--- src/rtl/aes_sub_bytes_ctrl_n.sv ---
`default_nettype none
// ============================================================================
//  Module      : aes_sub_bytes_ctrl_n
//  Description : Responder-side controller for the active-low SubBytes
//                handshake of the hardened cipher control FSM. Sequences the
//                multi-cycle masked (DOM) S-box pipeline:
//                  - one-hot-in-time per-stage register enables,
//                  - output request LATENCY cycles after an accepted enable,
//                    held until acknowledged,
//                  - one-cycle PRD refresh pulse on handshake completion.
//                Protocol violations, counter/shift-register inconsistencies,
//                illegal state encodings and the external fatal alert all
//                drive the FSM into an absorbing ERROR state with a sticky
//                alert. Only rst_i leaves ERROR.
//
//  Parameters  : LATENCY     - S-box pipeline depth, accepted enable to
//                              output request (legal range 2..15)
//                STATE_WIDTH - sparse state encoding width (fixed at 6)
//
//  Ports       : clk_i          in   clock
//                rst_i          in   asynchronous reset, active-high
//                en_ni          in   SubBytes enable, active-low
//                out_req_no     out  output-valid request, active-low
//                out_ack_ni     in   output acknowledge, active-low
//                stage_en_o     out  [LATENCY] per-stage enables
//                busy_o         out  enable accepted, handshake not complete
//                prd_update_o   out  one-cycle fresh-randomness request
//                alert_fatal_i  in   external fatal alert
//                alert_o        out  sticky fatal alert
//
//  Revision    : 1.0 - initial release
// ============================================================================
module aes_sub_bytes_ctrl_n #(
    parameter int LATENCY     = 5,
    parameter int STATE_WIDTH = 6
) (
    input  logic               clk_i,
    input  logic               rst_i,
    input  logic               en_ni,
    output logic               out_req_no,
    input  logic               out_ack_ni,
    output logic [LATENCY-1:0] stage_en_o,
    output logic               busy_o,
    output logic               prd_update_o,
    input  logic               alert_fatal_i,
    output logic               alert_o
);

    // Stage 0 is decoded combinationally from the accepted enable; only
    // stages 1..LATENCY-1 need a register.
    localparam int         c_pipe_w   = LATENCY - 1;
    localparam logic [3:0] c_cnt_load = 4'(LATENCY - 2);

    // Sparse encoding, pairwise Hamming distance >= 3, so a single flipped
    // state bit can never turn one legal state into another.
    typedef enum logic [STATE_WIDTH-1:0] {
        ST_IDLE  = 6'b001001,
        ST_BUSY  = 6'b010110,
        ST_DONE  = 6'b100011,
        ST_ERROR = 6'b111100
    } state_e;

    // ------------------------------------------------------------------------
    // Boundary inversion: everything below works on positive-sense signals.
    // ------------------------------------------------------------------------
    logic w_en;
    logic w_ack;

    assign w_en  = ~en_ni;
    assign w_ack = ~out_ack_ni;

    // ------------------------------------------------------------------------
    // State, counter and stage shift register
    // ------------------------------------------------------------------------
    state_e              r_state;
    state_e              w_state_next;
    logic [3:0]          r_cnt;
    logic [3:0]          w_cnt_next;
    logic [c_pipe_w-1:0] r_pipe;
    logic [c_pipe_w-1:0] w_pipe_shift;
    logic [c_pipe_w-1:0] w_pipe_next;
    logic [c_pipe_w-1:0] w_pipe_expect;

    logic w_accept;
    logic w_complete;
    logic w_idle_fault;
    logic w_busy_fault;
    logic w_done_fault;

    logic r_out_req_n;
    logic r_busy;
    logic r_alert;

    generate
        if (c_pipe_w == 1) begin : g_pipe_single
            assign w_pipe_shift = w_accept;
        end else begin : g_pipe_multi
            assign w_pipe_shift = {r_pipe[c_pipe_w-2:0], w_accept};
        end
    endgenerate

    // While BUSY the counter and the travelling enable bit describe the same
    // position: with counter value c the set bit must be at index
    // (LATENCY-2)-c. Any disagreement means a corrupted register.
    assign w_pipe_expect = c_pipe_w'(1) << (c_cnt_load - r_cnt);

    assign w_idle_fault = (r_cnt != 4'd0) || (r_pipe != '0);
    assign w_busy_fault = (r_cnt > c_cnt_load) || (r_pipe != w_pipe_expect);
    assign w_done_fault = (r_cnt != 4'd0) || (r_pipe != '0);

    // ------------------------------------------------------------------------
    // Next-state logic
    // ------------------------------------------------------------------------
    always_comb begin
        w_state_next = r_state;
        w_accept     = 1'b0;
        w_complete   = 1'b0;

        case (r_state)
            ST_IDLE: begin
                if (w_ack || w_idle_fault) begin
                    w_state_next = ST_ERROR;
                end else if (w_en) begin
                    w_accept     = 1'b1;
                    w_state_next = ST_BUSY;
                end
            end
            ST_BUSY: begin
                if (!w_en || w_ack || w_busy_fault) begin
                    w_state_next = ST_ERROR;
                end else if (r_cnt == 4'd0) begin
                    w_state_next = ST_DONE;
                end
            end
            ST_DONE: begin
                if (!w_en || w_done_fault) begin
                    w_state_next = ST_ERROR;
                end else if (w_ack) begin
                    w_complete   = 1'b1;
                    w_state_next = ST_IDLE;
                end
            end
            ST_ERROR: begin
                w_state_next = ST_ERROR;
            end
            default: begin
                w_state_next = ST_ERROR;
            end
        endcase

        // The external alert overrides every other transition.
        if (alert_fatal_i) begin
            w_state_next = ST_ERROR;
            w_accept     = 1'b0;
            w_complete   = 1'b0;
        end

        // Nothing is accepted or completed while reset is held, so the
        // combinational outputs also sit at their reset values.
        if (rst_i) begin
            w_accept   = 1'b0;
            w_complete = 1'b0;
        end
    end

    always_comb begin
        w_cnt_next  = 4'd0;
        w_pipe_next = '0;
        if (w_state_next != ST_ERROR) begin
            w_pipe_next = w_pipe_shift;
            if (w_accept) begin
                w_cnt_next = c_cnt_load;
            end else if ((r_state == ST_BUSY) && (r_cnt != 4'd0)) begin
                w_cnt_next = r_cnt - 4'd1;
            end
        end
    end

    // ------------------------------------------------------------------------
    // Registers
    // ------------------------------------------------------------------------
    always_ff @(posedge clk_i or posedge rst_i) begin
        if (rst_i) begin
            r_state     <= ST_IDLE;
            r_cnt       <= 4'd0;
            r_pipe      <= '0;
            r_out_req_n <= 1'b1;
            r_busy      <= 1'b0;
            r_alert     <= 1'b0;
        end else begin
            r_state     <= w_state_next;
            r_cnt       <= w_cnt_next;
            r_pipe      <= w_pipe_next;
            r_out_req_n <= (w_state_next != ST_DONE);
            r_busy      <= (w_state_next == ST_BUSY) || (w_state_next == ST_DONE);
            // Sticky even if the state register itself gets disturbed later.
            r_alert     <= r_alert || (w_state_next == ST_ERROR);
        end
    end

    // ------------------------------------------------------------------------
    // Outputs
    // ------------------------------------------------------------------------
    assign stage_en_o   = {r_pipe, w_accept};
    assign out_req_no   = r_out_req_n;
    assign busy_o       = r_busy;
    assign prd_update_o = w_complete;
    assign alert_o      = r_alert;

endmodule
`default_nettype wire

--- config.mk ---
export PLATFORM = sky130hd
export DESIGN_NAME = aes_sub_bytes_ctrl_n
export DESIGN_NICKNAME = d
export VERILOG_FILES = /design/src/rtl/aes_sub_bytes_ctrl_n.sv
export SDC_FILE = /design/constraint.sdc
export NUM_CORES = 1
export LEC_CHECK = 0
export BUFFER_PORTS_ARGS = -buffer_cell sky130_fd_sc_hd__buf_2
export CAP_MARGIN = 15
export CORE_MARGIN = 5
export CORE_UTILIZATION = 23
export CTS_BUF_LIST = sky130_fd_sc_hd__clkbuf_4 sky130_fd_sc_hd__clkbuf_8 sky130_fd_sc_hd__clkbuf_16
export DETAILED_ROUTE_END_ITERATION = 16
export PLACE_DENSITY = 0.41
export SYNTH_ARGS = -nofsm -noshare
export SYNTH_HDL_FRONTEND = slang
export SYNTH_SLANG_ARGS = --single-unit
--- constraint.sdc ---
create_clock -name clk_i -period 2.9 [get_ports clk_i]
set_input_delay 0.58 -clock clk_i [delete_from_list [all_inputs] [get_ports clk_i]]
set_output_delay 0.58 -clock clk_i [all_outputs]
set_load 0.05 [all_outputs]
Yosys cells after proc, flatten, opt, wreduce, memory -nomap -nowiden. Cells that the tools add are included.

Register bits: 17. Output and inout bits: 9.

Reduce and logical (&&, ||, !) cells: 12. Shift-type cells: 1. Eq/ne operators: 9. $add $sub $neg: 2. Order comparisons: 1. Multiplexer cells: 22. Bitwise operators: 1.

Operators with widths (number): $mux 6 (7); $eq 6x6->1 const B (3); $pmux 6 s3 (1); $mux 4 (4); $eq 6x5->1 const B (2); $ne 6x6->1 const B (2); $mux 1 (10); $logic_or 1x1->1 (8); $reduce_bool 4->1 (2); $eq 6x4->1 const B (1); $gt 4x2->1 const B (1); $logic_not 4->1 (1); $ne 4x4->1 (1); $shl 1x4->4 const A (1); $sub 2x4->4 const A (1); $sub 4x1->4 const B (1); $logic_and 1x1->1 (1); $not 1->1 (1).

Logic depth before layout (Yosys ltp).
Depth in word-level cells: 10. Depth in mapped cells: 8.

Worst setup path before layout. OpenSTA, ideal clock, no wires.

Path kind: flip-flop to output port. Start point: register r_pipe[0]. End point: output prd_update_o. Setup slack: -0.423 ns. Arrival: 2.743 ns. Stages on the path, launching flop included: 5. Buffers on the path: 0. Path through: dfrtp_1 -> or4_4 -> nor3_4 -> and2_0 -> nor3b_1.

Longest elaborated chain between the ends: 7.

RTL lines: from (decl) (RTL line 79) `logic [c_pipe_w-1:0] r_pipe;`; from (signal assigned) (RTL line 193) `r_pipe <= w_pipe_next;`; $reduce_bool 4->1 (RTL line 109) `assign w_done_fault = (r_cnt != 4'd0) || (r_pipe != '0);`; $logic_or 1x1->1 (RTL line 109); $logic_or 1x1->1 (RTL line 136) `if (!w_en || w_done_fault) begin`; $mux 1 (RTL line 136); $mux 1 (RTL line 119) `case (r_state)`; $mux 1 (RTL line 152) `if (alert_fatal_i) begin`; $mux 1 (RTL line 160) `if (rst_i) begin`; to (decl) (RTL line 44) `output logic prd_update_o,`.

Every way passes these cells.

Final worst setup path.
Start point: register r_pipe[0]. End point: output stage_en_o[0].

Longest elaborated chain between the ends: 7.

RTL lines: $reduce_bool 4->1 (RTL line 107) `assign w_idle_fault = (r_cnt != 4'd0) || (r_pipe != '0);`; $logic_or 1x1->1 (RTL line 107); $logic_or 1x1->1 (RTL line 121) `if (w_ack || w_idle_fault) begin`; $mux 1 (RTL line 121); $mux 1 (RTL line 119); $mux 1 (RTL line 152); $mux 1 (RTL line 160); to (decl) (RTL line 42) `output logic [LATENCY-1:0] stage_en_o,`.

Every way passes these cells.

==> impl_metrics.tcl <==
set metrics [dict create \
    post_synth.cell_area_avg_um2 10.1 \
    fp.coreArea_um2 3970 \
    power.share.switching 0.205 \
    slew_violations 0 \
    tritoncts.num_buffers 3 \
    cts.htree.levels 1 \
    fp.dieArea_um2 5460 \
    chipHeight_um 73.9 \
    cts-root-to-sink-buffers 2 \
    grt.overflow.total 0 \
    postCtsSetupRepairBufs 0 \
    worst_slew_margin_rel 0.573 \
    fp-row-count 23 \
    timing.critical_path.fanout_max 6 \
    post-place-cells 154 \
    mapped_area_um2 940 \
    instances_no_fill 158 \
    power.clock.fraction 0.418 \
    power.density_nw_per_um2 395 \
    dr_total_vias 733 \
    cp-start-kind "flip-flop" \
    run_status "complete, no violations" \
    max_slew.worst_pin.slew_ps 640 \
    clk-insertion-delay-late_ps 250 \
    cap_viol_max_count 0 \
    layout_worst_path_cycle_share 0.962 \
    num-fill-cells 446 \
    grt_pass1_wl_um 3620 \
    post_route_cells_drive_above_1_share 0.269 \
    worst_hold_path_type "in -> async" \
    antenna_violations_before_repair 0 \
    finClkSkew_ps 0.731 \
    initialDrtViolationCount 29 \
    timing.final.hold_violations 0 \
    finalHoldWorstSlack_ps 415 \
    clock_net_sink_count 17 \
    vias_per_cell 4.64 \
    critPathArrivalTime_ps 2210 \
    resized_cells_post_cts 0 \
    die_w_um 73.9 \
    most_common_library_cell_in_the_layout_ignoring_fill_and_taps "dfrtp_1" \
    power_frac_seq 0.541 \
    final-setup-viol-count 0 \
    tritoncts "built" \
    syn-instance-count 93 \
    layout.nets 116 \
    synth_seq_area_share 0.457 \
    internal_power_uw 349 \
    fin_tns_setup_ps 0 \
    grt_use_total 0.0863 \
    clock-root-buffer "clkbuf_8" \
    drt-total-wl_um 2160 \
    p_leak_uw 0.000447 \
    portBuffers 13 \
    data_required_time_of_the_worst_path_ps 2320 \
    max_freq_mhz 358 \
    power.switching_uw 90.1 \
    synthToLayoutAreaGrowth_pct 18.4 \
    ir_drop_uv 109 \
    detail_route.wl_per_cell_um 13.7 \
    pin_count 14 \
    drt.antenna.violating_nets 0 \
    first_pass_iters 2 \
    half_perimeter_wire_length_after_detailed_placement_um 1600 \
    floorplan.initialDensity 0.237 \
    antenna-diode-count 0 \
    gp_routability_congestion 0.768 \
    number_of_global_route_vias_before_repair 716 \
    synth_cell_types 36 \
    commonest_cells_after_routing_fill_and_taps_aside "dfrtp_1 (14), buf_2 (13), nor3_1 (9)" \
    largest_net_degree_at_the_start_of_global_routing 18 \
    grt_setup_unrepaired "no" \
    worstSetupPathType "reg -> out" \
    synthesis.nets 100 \
    number_of_warnings_printed_during_yosys_synthesis 0 \
    path_clk_slew_ps 60 \
    reg2regPathDepth 7 \
    finalWorstPathRequiredPeriod_ps 2790 \
    share_comb_of_total_power 0.041 \
    cts_hold_buf 0 \
    cp-end-kind "output port" \
    number_of_storage_elements_in_the_synthesis_netlist 17 \
    remaining_drc_errors 0 \
]
## power groups by stage
| stage | combinational, µW | sequential [µW] | clock [µW] |
|---|---|---|---|
| 6_report | 18.2 | 237 | 183 |
| 3_5_place_dp | 19.0 | 242 | 0 |
| 3_3_place_gp | 18.5 | 242 | 0 |
| 2_1_floorplan | 10.1 | 242 | 0 |
| 5_1_grt | 21.0 | 237 | 199 |
| 4_1_cts | 19.0 | 237 | 191 |
## cell families after synthesis
logic type / after synthesis / synth area share
AOI/OAI and AO/OA: 11 / 0.0865
muxes: 1 / 0.0120
xor gates and xnor gates: 2 / 0.0186
adders and majority gates: 2 / 0.0266
DFF: 17 / 0.457
buffers and inverters: 10 / 0.0453
and+or+nand+nor: 50 / 0.354
## critical path: stages, from the launching register on
cell and delay (ps):
dfrtp_1 430, or4_4 600, nor3_4 280, nand4_1 280, inv_1 100, buf_2 260
## metrics by stage
step            util  worst slack (ps)  area [µm²]  total power, µW
2_1_floorplan      -              77.6         945              252
3_3_place_gp   0.268               387        1060              260
3_5_place_dp   0.268               357        1060              261
4_1_cts        0.280              68.7        1110              447
5_1_grt        0.280              16.3        1110              457
6_report       0.280               110        1110              439
## synthesized netlist by cell type
cell        n  area [µm²]
a2111oi_0   1        8.76
a21oi_1     3        15.0
and2_0      1        6.26
and2_1      2        12.5
and3b_1     1        8.76
buf_2       1        5.00
buf_4       1        7.51
clkbuf_1    1        3.75
dfrtp_1    14         350
dfstp_2     3        78.8
ha_1        2        25.0
inv_1       7        26.3
mux2_2      1        11.3
nand2_1     8        30.0
nand3_1     1        5.00
nand3b_1    1        7.51
nand4_1     1        6.26
nor2_1      4        15.0
nor2b_1     1        6.26
nor3_1      9        45.0
nor3_4      1        16.3
nor3b_1     5        37.5
nor4_1      2        12.5
nor4b_1     1        8.76
nor4b_2     3        45.0
nor4bb_1    1        10.0
o21a_1      2        15.0
o21ai_0     2        10.0
o221ai_2    1        15.0
o31a_1      1        8.76
o32ai_1     1        8.76
or3_1       4        25.0
or3b_1      1        8.76
or4_1       2        15.0
or4_4       1        11.3
xnor2_1     2        17.5
## state kept, by name (all words and copies together), names as in the netlist
| name | cells |
|---|---|
| alert_o | 1 |
| r_state | 6 |
| busy_o | 1 |
| r_cnt | 4 |
| out_req_no | 1 |
| r_pipe | 4 |
## final timing paths
path / end / slack (ps) / start
worst max register to register: alert_o$_DFF_PP0_ / 360 / r_cnt[2]$_DFF_PP0_
worst min-delay path: r_state[4]$_DFF_PP0_ / 410 / rst_i
min in group clk_i: alert_o$_DFF_PP0_ / 490 / alert_o$_DFF_PP0_
max in group asynchronous: r_cnt[2]$_DFF_PP0_ / 2070 / rst_i
worst max-delay path: stage_en_o[0] / 110 / r_pipe[0]$_DFF_PP0_
worst min register to register: alert_o$_DFF_PP0_ / 490 / alert_o$_DFF_PP0_
## metal layers
metal	global-route usage	wire length (µm)
met1	0.114	1060
met3	0.0123	71
met2	0.134	973
met4	0.0483	59
met5	0	0
## layout make-up
type	instances	area [µm²]	share of cell area
inverter	7	26.3	0.0236
timing repair buffer	14	72.6	0.0652
tap	50	62.6	0.0562
multi-input combinational	66	473	0.425
clock buffer	4	48.8	0.0439
sequential	17	429	0.386
Note: power is estimated with default switching activity, not from simulation.
